**src/rtl/tff_count_sequencer.sv**
```systemverilog
// tff_count_sequencer: modulo-N up/down count controller emitting a per-bit toggle mask
// so an external T flip-flop bank clocked on the same edge tracks count.
module tff_count_sequencer #(
    parameter int WIDTH = 3
) (
    input  logic             clk,
    input  logic             reset,
    input  logic             start,
    input  logic             stop,
    input  logic             pause,
    input  logic             up_dn,
    input  logic             one_shot,
    input  logic [WIDTH-1:0] limit,
    output logic [WIDTH-1:0] count,
    output logic [WIDTH-1:0] t_vec,
    output logic             busy,
    output logic             wrap,
    output logic             done
);
    typedef enum logic [1:0] {IDLE, RUN, PAUSE, DONE} state_t;

    state_t           state, state_next;
    logic [WIDTH-1:0] count_next, limit_q, step;
    logic             up_q, os_q, at_term, latch, wrap_next, done_next;

    always_comb begin
        at_term    = up_q ? (count == limit_q) : (count == '0);
        step       = up_q ? (at_term ? '0 : count + 1'b1) : (at_term ? limit_q : count - 1'b1);
        state_next = state;
        count_next = count;
        latch      = 1'b0;
        wrap_next  = 1'b0;
        done_next  = 1'b0;
        case (state)
            IDLE: if (start) begin
                latch      = 1'b1;
                count_next = up_dn ? '0 : limit;
                state_next = RUN;
            end
            RUN: if (stop) begin
                count_next = '0;
                state_next = IDLE;
            end else if (pause) begin
                state_next = PAUSE;
            end else if (at_term && os_q) begin
                state_next = DONE;
                done_next  = 1'b1;
            end else begin
                count_next = step;
                wrap_next  = at_term;
            end
            // Leaving PAUSE only re-enters RUN; the count advances on the next edge.
            PAUSE: if (stop) begin
                count_next = '0;
                state_next = IDLE;
            end else if (!pause) begin
                state_next = RUN;
            end
            DONE: state_next = IDLE;
            default: state_next = IDLE;
        endcase
    end

    assign t_vec = count ^ count_next;
    assign busy  = (state == RUN) || (state == PAUSE);

    always_ff @(posedge clk or negedge reset) begin
        if (!reset) begin
            state   <= IDLE;
            count   <= '0;
            limit_q <= '0;
            up_q    <= 1'b1;
            os_q    <= 1'b0;
            wrap    <= 1'b0;
            done    <= 1'b0;
        end else begin
            state <= state_next;
            count <= count_next;
            wrap  <= wrap_next;
            done  <= done_next;
            if (latch) begin
                limit_q <= limit;
                up_q    <= up_dn;
                os_q    <= one_shot;
            end
        end
    end
endmodule

```
**config.mk**
```make
export PLATFORM = sky130hd
export DESIGN_NAME = tff_count_sequencer
export DESIGN_NICKNAME = d
export VERILOG_FILES = /design/src/rtl/tff_count_sequencer.sv
export SDC_FILE = /design/constraint.sdc
export NUM_CORES = 1
export LEC_CHECK = 0
export ABC_AREA = 1
export CELL_PAD_IN_SITES_DETAIL_PLACEMENT = 0
export CELL_PAD_IN_SITES_GLOBAL_PLACEMENT = 2
export CORE_ASPECT_RATIO = 0.6
export CORE_MARGIN = 1.5
export CORE_UTILIZATION = 27
export CTS_CLUSTER_SIZE = 30
export DETAILED_ROUTE_END_ITERATION = 12
export GPL_ROUTABILITY_DRIVEN = 0
export PLACE_DENSITY = 0.75
export REMOVE_ABC_BUFFERS = 1
export SLEW_MARGIN = 20
export SYNTH_ARGS = -nofsm -noshare
export SYNTH_HDL_FRONTEND = slang
export SYNTH_SLANG_ARGS = --single-unit
```
**constraint.sdc**
```tcl
create_clock -name clk -period 1.9 [get_ports clk]
set_input_delay 0.285 -clock clk [delete_from_list [all_inputs] [get_ports clk]]
set_output_delay 0.285 -clock clk [all_outputs]
set_load 0.02 [all_outputs]
```
==> results of run 1 <==
## state kept, by name, summed over array words and instances, names as in the netlist
name and count:
count 3, done 1, limit_q 3, os_q 1
state 2, up_q 1, wrap 1
## per-stage QoR
step / TNS, ns / util / worst slack [ns] / hold slack (ns) / std cells
3_5_place_dp: -1.44 / 0.417 / -0.494 / 0.569 / 215
2_1_floorplan: -0.207 / - / -0.113 / -0.0106 / 125
4_1_cts: -0.849 / 0.446 / -0.294 / 0.446 / 221
5_1_grt: -1.10 / 0.498 / -0.375 / 0.467 / 224
6_report: -0.775 / 0.498 / -0.279 / 0.422 / 224
3_3_place_gp: -1.53 / 0.417 / -0.529 / 0.576 / 215
## per-layer routing
metal,part of all wire,vias to the layer above,global-route usage
li1,-,520,-
met1,0.56,462,0.257
met2,0.37,19,0.214
met3,0.055,4,0.0476
met4,0.016,0,0.0545
met5,0,-,0
## layout by cell type, fill, tap and decap left out, types with 3 or more instances in the layout
| master | instances |
|---|---|
| buf_4 | 30 |
| inv_1 | 15 |
| inv_2 | 3 |
| buf_6 | 5 |
| clkbuf_8 | 4 |
| nor2_2 | 3 |
| a21oi_1 | 5 |
| nand2_2 | 11 |
| clkdlybuf4s50_1 | 15 |
| nor2_1 | 9 |
| o21ai_0 | 5 |
| a22oi_1 | 3 |
| nand3_1 | 5 |
| nand2_1 | 19 |
| dfrtp_1 | 11 |
| nand3_2 | 7 |
| ha_1 | 5 |
## report_power, final
group	leakage [nW]	internal, W	switching (W)
clock network	0.0288	0.000184	0.000118
logic	0.591	0.000980	0.00109
registers	0.151	0.000364	0.0000982
total	0.771	0.00153	0.00131
## how the worst max path moves through the flow
stage	from	end	slack [ns]	depth (start not counted)
finish	count[1]	t_vec[2]	-0.28	11
global route	count[0]	t_vec[0]	-0.38	14
CTS	count[0]	t_vec[1]	-0.29	14
detailed placement	stop	t_vec[0]	-0.49	9
global placement	stop	t_vec[0]	-0.53	9
floorplan	count[0]	t_vec[2]	-0.11	9
## final cells by class
class                   instances  area (µm²)  share of cell area
repair buffers                 50         432               0.269
well taps                      45        56.3              0.0351
multi-input cells              95         692               0.431
clock buffers                   4        55.1              0.0343
inverters                      18        67.6              0.0421
flip-flops and latches         12         302               0.188
## what timing repair did
item                                    in CTS  in global routing
pin swaps                                   10                 18
endpoints found under the setup margin       3                  3
resized for setup                           23                 34
setup buffers                                2                  3
hold buffers                                 0                  0
## cell families (layout without fill, tap and decap cells)
kind of cell | Yosys count | after routing
simple gates | 65 | 65
buf+inv | 18 | 72
fa+ha+maj | 7 | 7
compound gates | 20 | 20
flops | 12 | 12
xor+xnor | 3 | 3
==> out/metrics.yaml, run 1 <==
worst_setup_path:
  crit_path_end_kind: "primary output"
  cp_common_cell: "nand2_2"
  crit_arrival_ns: 1.89
  path_class: "flip-flop to primary output"
  critical-path-top-delay-family: "flip-flops"
  crit_required_ns: 1.62
  critPathSlowestCell: "dfrtp_1"
  worstPathMaxFanout: 5
  crit_path_start_kind: "flip-flop"
  reg2reg_slack_ns: 0.16
  path_cells: "inv_2 -> buf_6 -> ha_1 -> xor2_1 -> o21ai_1 -> nand3_2 -> nand2_2 -> nand2_2 -> nand3_2 -> nand2_2 -> buf_6"
  critPathMaxStageDelay_ns: 0.44
  r2r-start: "count[1]"
  crit_buf_inv: 3
  rr_worst_depth: 11
  rr_endpoint: "count[1]"
power_and_ir_drop:
  leakage_nw: 0.771
  irDropWorstVdd_mv: 0.901
  power.density_nw_per_um2: 1770
  power_w: 0.00284
clock_network:
  cts_buffers: 3
  cts-root-buf: "clkbuf_8"
  cts_tree: "built"
  h-tree-depth: 1
  numClockSinks: 12
  cts.path.max_buffers: 2
  clkTransAtPathRegs_ns: 0.06
  clkLatencyLatePin_ns: 0.25
synthesis:
  yosys_warnings: 0
  synthFlopType: "dfrtp_1"
  netlist-cell-type-count: 22
  mappedNetlistArea_um2: 905
  synth_top_family_by_area: "simple AND/OR/NAND/NOR gates"
  synth_compound_area_frac: 0.126
  synth_xor_area_frac: 0.0290
  synth_top_area_share: 0.304
  synthMuxAreaShare: 0
  synthSimpleGateAreaFrac: 0.340
  async_flop_share: 1.00
  ys_top_cells_by_count: "28 x nand2_1, 16 x inv_1, 12 x nor2_1"
  synth-edff-count: 0
  synthCells: 125
  synth_seq_cells: 12
  post-synth-top-count-cell: "nand2_1"
  synth_fa_ha_area_frac: 0.0968
  synth_top_cell_by_area: "dfrtp_1"
  synth.avg_cell_area_um2: 7.24
  synth_top_cells_by_area: "dfrtp_1 30%, nand2_1 12%, ha_1 9.7%"
  seq_area_frac_synth: 0.333
layout:
  layout-area-overhead-vs-synth_pct: 77.3
  fill_cells: 322
  diodes: 0
  drive_gt1_frac: 0.447
  final_nets: 197
  fin_area_um2: 1600
run:
  drv_cap: 0
floorplan:
  boundaryPins: 19
  row_count: 16
  die_w_um: 77.7
  die_y_um: 47.8
  start_util: 0.281
  die_area_um2: 3720
  core_area_um2: 3220
sta:
  fin_crit_ns: 2.18
  hold_violations: 0
  setup_viol: 3
  worst_pin_slew_ns: 0.628
  fmax_mhz: 459
  fin_ws_ns: -0.279
  skew_ns: 0.00282
  fin_crit_sh: 1.15
  slew_violations: 0
  slew_headroom: 0.580
  grt_setup_unrepaired: "true"
grt:
  overflow: 0
  antenna_found_initial: 0
  grt_max_degree: 13
  grt_pass1_wl_mm: 4.49
  gr-usage-all-layers: 0.167
  grt_pass1_vias: 890
placed_design:
  io_buffers: 18
  hpwl_mm: 2.13
  placed_area_um2: 1340
detailed_routing:
  drt_iter0_drc: 40
  route.detailed.vias_per_inst: 4.49
  ant_nets: 0
  route.detailed.drc: 0
  routedWlPerCell_um: 12.9
  firstDrtPassIters: 6
  vias: 1005
  wl_mm: 2.90
run_status:
  status: "finished, violations left"
  failed_checks: "setup timing"
hold_path:
  holdCritPathClass: "input pin to async pin"
No activity file was read; power rests on OpenSTA's default activity.
==> run 2: changes to the inputs <==
Settings changed: GPL_TIMING_DRIVEN set to 0.
==> out/metrics.yaml, run 2 (synthesized netlist as in run 1, its figures left out) <==
grt:
  grt_pass1_vias: 846  # was 890
  gr-usage-all-layers: 0.157  # was 0.167
  grt_pass1_wl_mm: 4.20  # was 4.49 mm
  antenna_found_initial: 0  # unchanged
  grt_max_degree: 13  # unchanged
  overflow: 0  # unchanged
floorplan:
  die_w_um: 77.7  # unchanged
  core_area_um2: 3220  # unchanged
  die_y_um: 47.8  # unchanged
  start_util: 0.281  # unchanged
  die_area_um2: 3720  # unchanged
  boundaryPins: 19  # unchanged
  row_count: 16  # unchanged
placed_design:
  placed_area_um2: 1140  # was 1340 µm²
  dp_cells: 188  # was 215
  io_buffers: 18  # unchanged
  hpwl_mm: 1.84  # was 2.13 mm
worst_setup_path:
  cp_common_cell: "nand2_2"  # unchanged
  crit_required_ns: 1.62  # about the same
  crit_path_start_kind: "flip-flop"  # unchanged
  crit_arrival_ns: 1.86  # was 1.89 ns
  critPathSlowestCell: "dfrtp_2"  # was dfrtp_1
  path_cells: "inv_4 -> nand2_2 -> nand2_2 -> nor2_4 -> nand3_4 -> buf_6 -> nand3_1 -> nand3_2 -> nand3_2 -> nand2_2 -> nand2_1 -> nand3_1 -> nand2_1 -> buf_6"  # was inv_2 -> buf_6 -> ha_1 -> xor2_1 -> o21ai_1 -> nand3_2 -> nand2_2 -> nand2_2 -> nand3_2 -> nand2_2 -> buf_6
  worstPathMaxFanout: 4  # was 5
  crit_buf_inv: 3  # unchanged
  critPathMaxStageDelay_ns: 0.43  # was 0.44 ns
  crit_path_end_kind: "primary output"  # unchanged
  path_class: "flip-flop to primary output"  # unchanged
  critical-path-top-delay-family: "simple AND/OR/NAND/NOR gates"  # was flip-flops
sta:
  fin_ws_ns: -0.243  # was -0.279 ns
  fin_crit_sh: 1.13  # was 1.15
  fin_crit_ns: 2.14  # was 2.18 ns
  grt_setup_unrepaired: "true"  # unchanged
  fmax_mhz: 467  # was 459 MHz
  slew_violations: 0  # unchanged
  worst_pin_slew_ns: 0.602  # was 0.628 ns
  setup_viol: 3  # unchanged
  skew_ns: 0.000851  # was 0.00282 ns
  hold_violations: 0  # unchanged
  slew_headroom: 0.597  # was 0.580
power_and_ir_drop:
  leakage_nw: 0.684  # was 0.771 nW
  power_w: 0.00264  # was 0.00284 W
  irDropWorstVdd_mv: 0.735  # was 0.901 mV
  power.density_nw_per_um2: 1800  # was 1770 nW/µm²
layout:
  final_common_cell: "nand2_1"  # was buf_4
  layout-area-overhead-vs-synth_pct: 61.7  # was 77.3%
  final_cell_count_no_fill: 205  # was 224
  diodes: 0  # unchanged
  utilization: 0.454  # was 0.498
  final_cell_mix: "23 x nand2_1, 14 x clkdlybuf4s50_1, 11 x buf_4"  # was 30 x buf_4, 19 x nand2_1, 15 x inv_1, 15 x clkdlybuf4s50_1
  top_regs: "count (3), limit_q (3), state (2)"  # unchanged
  drive_gt1_frac: 0.413  # was 0.447
  fill_cells: 319  # was 322
  final_nets: 178  # was 197
  fin_area_um2: 1460  # was 1600 µm²
detailed_routing:
  wl_mm: 2.74  # was 2.90 mm
  route.detailed.vias_per_inst: 4.54  # was 4.49
  firstDrtPassIters: 4  # was 6
  vias: 930  # was 1005
  routedWlPerCell_um: 13.4  # was 12.9 µm
  route.detailed.drc: 0  # unchanged
  ant_nets: 0  # unchanged
  drt_iter0_drc: 20  # was 40
clock_network:
  cts_buffers: 3  # unchanged
  clkTransAtPathRegs_ns: 0.06  # about the same
  holdBufCountCts: 0  # unchanged
  cts.path.max_buffers: 2  # unchanged
  h-tree-depth: 1  # unchanged
  clkLatencyLatePin_ns: 0.24  # was 0.25 ns
  cts_tree: "built"  # unchanged
  cts-root-buf: "clkbuf_8"  # unchanged
  numClockSinks: 12  # unchanged
run:
  drv_cap: 0  # unchanged
run_status:
  status: "finished, violations left"  # unchanged
  failed_checks: "setup timing"  # unchanged
hold_path:
  holdCritPathClass: "input pin to async pin"  # unchanged
[run 2: metal layers]
metal,vias to the layer above,global-route usage,wire [µm]
li1,482,-,-
met1,433,0.227,1500
met2,13,0.233,1130
met3,2,0.0438,86
met4,0,0.0327,28
met5,-,0,0
[run 2: final cells by class]
class	count	area, µm²	share of cell area
clock buffer	4	55.1	0.0376
inverter	18	75.1	0.0513
multi-input combinational	95	679	0.465
sequential	12	305	0.209
tap	45	56.3	0.0385
timing repair buffer	31	292	0.199
[run 2: through the flow]
stage               hold slack [ns]  TNS [ns]  setup slack (ns)
floorplan                   -0.0106    -0.207            -0.113
global placement              0.579     -2.05            -0.727
detailed placement            0.576     -2.00            -0.714
CTS                           0.444    -0.747            -0.258
global route                  0.483     -1.09            -0.380
finish                        0.422    -0.681            -0.243
[run 2: path summary, 6_finish.rpt]
kind / depth (start not counted) / slack [ns] / to / startpoint
min in group clk: 2 / 0.60 / limit_q[2] / limit_q[2]
worst min register to register: 2 / 0.60 / limit_q[2] / limit_q[2]
worst max-delay path: 14 / -0.24 / t_vec[1] / count[0]
max in group asynchronous: 1 / 1.05 / count[1] / reset
worst max register to register: 11 / 0.37 / count[1] / count[0]
worst min-delay path: 1 / 0.42 / wrap / reset
[run 2: where the power goes]
part | switching [W] | internal, W
Combinational | 0.00101 | 0.000823
Sequential | 0.000140 | 0.000369
Clock | 0.000106 | 0.000183
[run 2: timing repair]
item	in CTS	in global routing
gates resized for setup	41	25
setup endpoints to repair	4	4
endpoints found under the hold margin	0	0
buffers inserted	11	2
pin swaps	4	15
